`config.mk`:
```
export PLATFORM = sky130hd
export DESIGN_NAME = memwb_skid_stage
export DESIGN_NICKNAME = d
export VERILOG_FILES = /design/src/rtl/memwb_skid_stage.sv
export SDC_FILE = /design/constraint.sdc
export NUM_CORES = 1
export LEC_CHECK = 0
export ABC_AREA = 1
export BUFFER_PORTS_ARGS = -buffer_cell sky130_fd_sc_hd__buf_2
export CAP_MARGIN = 0
export CORE_MARGIN = 10
export CORE_UTILIZATION = 30
export DETAILED_ROUTE_END_ITERATION = 10
export PLACE_DENSITY_LB_ADDON = 0.15
export SLEW_MARGIN = 20
export SYNTH_ARGS = -nofsm -noshare
export SYNTH_HDL_FRONTEND = slang
export SYNTH_SLANG_ARGS = --single-unit
```
`constraint.sdc`:
```
create_clock -name clk -period 4.2 [get_ports clk]
set_input_delay 0 -clock clk [delete_from_list [all_inputs] [get_ports clk]]
set_output_delay 0 -clock clk [all_outputs]
set_load 0.02 [all_outputs]
```
`src/rtl/memwb_skid_stage.sv`:
```
// memwb_skid_stage: MEM/WB pipeline stage with valid/ready handshake, 2-entry skid buffer, flush, r0 guard, WB mux and stall counter
// Ports: in_* beat from MEM (in_ready registered), out_* head entry to WB, wb_data selected writeback
// value, flush drops all held beats plus the incoming one, stall_cnt counts back-pressured cycles.
module memwb_skid_stage #(
  parameter int DATA_W = 32,
  parameter int REG_W  = 5,
  parameter int CNT_W  = 16
) (
  input  logic              clk,
  input  logic              rst,
  input  logic              in_valid,
  output logic              in_ready,
  input  logic              in_memtoreg,
  input  logic              in_regwrite,
  input  logic [DATA_W-1:0] in_alu,
  input  logic [DATA_W-1:0] in_memdata,
  input  logic [REG_W-1:0]  in_wreg,
  input  logic              flush,
  output logic              out_valid,
  input  logic              out_ready,
  output logic              out_memtoreg,
  output logic              out_regwrite,
  output logic [DATA_W-1:0] out_alu,
  output logic [DATA_W-1:0] out_memdata,
  output logic [REG_W-1:0]  out_wreg,
  output logic [DATA_W-1:0] wb_data,
  output logic [CNT_W-1:0]  stall_cnt
);
  localparam int PW = 2 + 2 * DATA_W + REG_W;
  logic          r_h_valid, r_s_valid, r_in_ready;
  logic [PW-1:0] r_h_pl, r_s_pl;
  logic [CNT_W-1:0] r_stall_cnt;
  logic [PW-1:0] w_in_pl;
  logic          w_acc, w_pop, w_ld_h_s, w_ld_h_in, w_ld_s_in, w_h_nxt, w_s_nxt;
  assign w_in_pl   = {in_memtoreg, in_regwrite, in_alu, in_memdata, in_wreg};
  // flush discards the offered beat, so it never counts as accepted into storage
  assign w_acc     = in_valid & r_in_ready & ~flush;
  assign w_pop     = r_h_valid & out_ready;
  assign w_ld_h_s  = w_pop & r_s_valid;
  assign w_ld_h_in = w_acc & ~r_s_valid & (w_pop | ~r_h_valid);
  assign w_ld_s_in = w_acc & (w_pop ? r_s_valid : r_h_valid);
  // with S full, H is always full next; otherwise H keeps an unpopped beat or takes the new one
  assign w_h_nxt   = ~flush & (r_s_valid | w_acc | (r_h_valid & ~w_pop));
  assign w_s_nxt   = ~flush & (w_pop ? (r_s_valid & w_acc) : (r_s_valid | (r_h_valid & w_acc)));
  always_ff @(posedge clk or posedge rst) begin
    if (rst) begin
      r_h_valid   <= 1'b0;
      r_s_valid   <= 1'b0;
      r_in_ready  <= 1'b1;
      r_h_pl      <= '0;
      r_s_pl      <= '0;
      r_stall_cnt <= '0;
    end else begin
      r_h_valid  <= w_h_nxt;
      r_s_valid  <= w_s_nxt;
      r_in_ready <= ~w_s_nxt;
      if (w_ld_h_s) r_h_pl <= r_s_pl;
      else if (w_ld_h_in) r_h_pl <= w_in_pl;
      if (w_ld_s_in) r_s_pl <= w_in_pl;
      if (r_h_valid && !out_ready && !(&r_stall_cnt)) r_stall_cnt <= r_stall_cnt + CNT_W'(1);
    end
  end
  assign in_ready     = r_in_ready;
  assign out_valid    = r_h_valid;
  assign out_memtoreg = r_h_pl[PW-1];
  assign out_regwrite = r_h_valid & r_h_pl[PW-2] & (|out_wreg);
  assign out_alu      = r_h_pl[REG_W+DATA_W +: DATA_W];
  assign out_memdata  = r_h_pl[REG_W +: DATA_W];
  assign out_wreg     = r_h_pl[REG_W-1:0];
  assign wb_data      = out_memtoreg ? out_memdata : out_alu;
  assign stall_cnt    = r_stall_cnt;
endmodule

```
==> results.py <==
metrics = {
    "place": {
        "portBuffers": 196,
        "gp_congestion": 0.792,
        "dp_hpwl_microns": 15400,
    },
    "setup_path": {
        "cp.arrival_ns": 2.68,
        "slowest_delay_ns": 0.60,
        "startpoint_type": "flop",
        "path_class": "reg2reg",
        "crit_path_top_delay_cell": "nand2_4",
        "rr_worst_depth": 6,
        "crit_required_ns": 4.54,
        "critPathCaptureType": "flop",
        "worstSetupPathDepth": 6,
        "crit_fanout": 84,
        "critical_path.cell_chain": "nand3_4 > nand2_1 > nand2_4 > buf_4 > nor2_1 > a21oi_1",
        "critPathBufInv": 1,
        "crit_family": "simple AND/OR/NAND/NOR gates",
    },
    "logic_synthesis": {
        "synth_compound_area_share_pct": 16.0,
        "netlist_instances": 1036,
        "ys_ff_latch": 161,
        "synthAdderAreaFrac_pct": 0.156,
        "ys_seq_area_share_pct": 50.2,
        "synth_mux_area_share_pct": 0,
        "synth_nets": 1113,
        "synth_cell_type_count": 23,
        "synth_xor_area_share_pct": 0.327,
        "synth_top_family_by_area": "simple AND/OR/NAND/NOR gates",
        "yosys_warnings": 0,
        "syn_avg_cell_area_sq_um": 7.75,
        "synth_simple_gate_area_share_pct": 17.6,
        "synth_area_sq_um": 8030,
    },
    "drt": {
        "route.vias.total": 6740,
        "ant_nets": 0,
        "dr.first_iter.drc_count": 323,
        "route.detailed.drc": 0,
        "avgViaCountPerCell": 4.32,
        "first_pass_iters": 4,
        "wl_per_cell_microns": 14.5,
        "wirelength_microns": 22600,
    },
    "floorplanning": {
        "core_sq_um": 26200,
        "num_rows": 59,
        "io_pins": 197,
        "die_w_microns": 184,
        "die_y_microns": 184,
        "initial_core_util_pct": 30.6,
        "dieArea_sq_um": 33700,
    },
    "power_and_ir_drop": {
        "clockPowerShare_pct": 29.9,
        "powerDensity_nw_per_um2": 500,
        "peakVddDrop_mv": 0.247,
        "finalPower_mw": 5.03,
        "seq_power_share_pct": 42.7,
        "cellLeakagePower_nw": 5.21,
        "switchingPower_mw": 1.80,
        "p_comb_share_pct": 27.4,
        "p_int_mw": 3.22,
        "switching_share_pct": 35.9,
    },
    "cells_and_area": {
        "area_delta_synth_final_pct": 25.3,
        "finalCoreUtilization_pct": 38.4,
        "drive_gt1_share_pct": 19.7,
        "layout.nets": 1286,
        "layout_common_cells": "nand2_1, buf_2, dfrtp_1",
        "layout_commonest_cell": "nand2_1",
    },
    "clock_network": {
        "cts_resized": 0,
        "htreeDepth": 4,
        "clock_latency_ns": 0.42,
        "cts_made_buffers": 17,
        "cts_tree": "built",
        "cts.sinks": 161,
        "cts_max_path_buffers": 2,
        "cts.clk_slew.worst_paths_ns": 0.07,
        "root_buffer": "clkbuf_16",
    },
    "global_route": {
        "grt_pass1_vias": 6639,
        "grt_max_degree": 162,
        "grt_first_pass_wirelength_microns": 36400,
        "grt-ovfl-total": 0,
        "grtUsageTotal_pct": 13.5,
        "antenna_found_initial": 2,
    },
    "sta": {
        "rsz0062_at_grt": "no",
        "hold_viol": 0,
        "fin_crit_ns": 2.34,
        "slew_violations": 0,
        "setup_violations": 0,
        "min_period_over_period_pct": 55.7,
        "fin_setup_tns_ns": 0,
        "worst_pin_slew_ns": 0.961,
        "timing.hold.ws_ns": 0.121,
        "slew_headroom_pct": 36.0,
        "fmax_mhz": 427,
        "skew_ns": 0.00963,
    },
    "run": {
        "cap_violations": 0,
    },
    "outcome": {
        "outcome": "complete, no violations",
    },
    "min_path": {
        "min_path_cells": 6,
        "worstHoldPathType": "in2reg",
    },
}
## worst register-to-register path: stages, from the launching register on
cell and delay [ns]:
dfrtp_1 0.46, nand3_4 0.35, nand2_1 0.16, nand2_4 0.60
buf_4 0.49, nor2_1 0.07, a21oi_1 0.13
## power by group through the flow
stage / clock, mW / combinational [mW] / sequential (mW)
after floorplan: 0 / 1.07 / 2.12
after global placement: 0 / 1.34 / 2.17
after detailed placement: 0 / 1.35 / 2.17
after CTS: 1.55 / 1.41 / 2.15
after global routing: 1.62 / 1.55 / 2.20
final: 1.50 / 1.38 / 2.14
## routing by layer
| layer | GRT usage [%] | part of all wire [%] |
|---|---|---|
| met5 | 0 | 0 |
| met4 | 4.07 | 1.4 |
| met3 | 4.17 | 6.1 |
| met2 | 21.2 | 45 |
| met1 | 17.5 | 47 |
## cells in the mapped netlist (all sizes together)
library cell	number	area share, %
nand2	204	9.6
xnor2	3	0.33
dfstp	1	0.33
clkbuf	25	1.2
o21ai	142	9.0
nor3	2	0.12
nand4	6	0.47
nand3b	1	0.094
nor2	132	6.2
ha	1	0.16
dfrtp	160	50
a21oi	112	7.0
buf	97	8.3
nand3	16	1.1
inv	134	6.3
## final cells by class
| cell class | instances | area [sq um] |
|---|---|---|
| Fill cell | 2805 | 16100 |
| Sequential cell | 161 | 4030 |
| Multi-Input combinational cell | 619 | 2750 |
| Timing Repair Buffer | 276 | 1790 |
| Inverter | 134 | 507 |
| Clock buffer | 20 | 447 |
| Tap cell | 335 | 419 |
| Clock inverter | 12 | 110 |
| Antenna cell | 2 | 5.00 |
## final timing paths
kind	end	from	slack, ns
worst max-delay path	r_s_pl[53]$_DFFE_PP0P_	out_valid$_DFF_PP0_	1.86
worst min-delay path	stall_cnt[12]$_DFFE_PP0P_	out_ready	0.12
worst max register to register	r_s_pl[53]$_DFFE_PP0P_	out_valid$_DFF_PP0_	1.86
worst min register to register	r_s_pl[14]$_DFFE_PP0P_	r_s_pl[14]$_DFFE_PP0P_	0.48
max in group asynchronous	r_h_pl[70]$_DFFE_PP0P_	rst	3.12
min in group asynchronous	r_s_pl[10]$_DFFE_PP0P_	rst	0.40
## timing repair
item | in CTS | in global routing
endpoints found under the hold margin | 305 | 0
hold buffers | 75 | 0
setup buffers | 0 | 0
## stage by stage
| step | std cells | worst slack (ns) | area [sq um] |
|---|---|---|---|
| 2_1_floorplan | 1036 | 2.16 | 8030 |
| 3_3_place_gp | 1450 | 1.91 | 8750 |
| 3_5_place_dp | 1450 | 1.82 | 8750 |
| 4_1_cts | 1557 | 1.81 | 10100 |
| 5_1_grt | 1559 | 1.58 | 10100 |
| 6_report | 1559 | 1.86 | 10100 |
## flip-flops by register name, summed over array words and instances (netlist names)
| name | cells |
|---|---|
| r_h_pl | 71 |
| r_s_valid | 1 |
| r_s_pl | 71 |
| out_valid | 1 |
| in_ready | 1 |
| stall_cnt | 16 |
## cells by family after synthesis
kind of cell,Yosys count
AOI/OAI and AO/OA,254
adders and majority gates,1
and+or+nand+nor,361
xor gates and xnor gates,3
DFF,161
buffers and inverters,256
No activity file was read; power rests on OpenSTA's default activity.
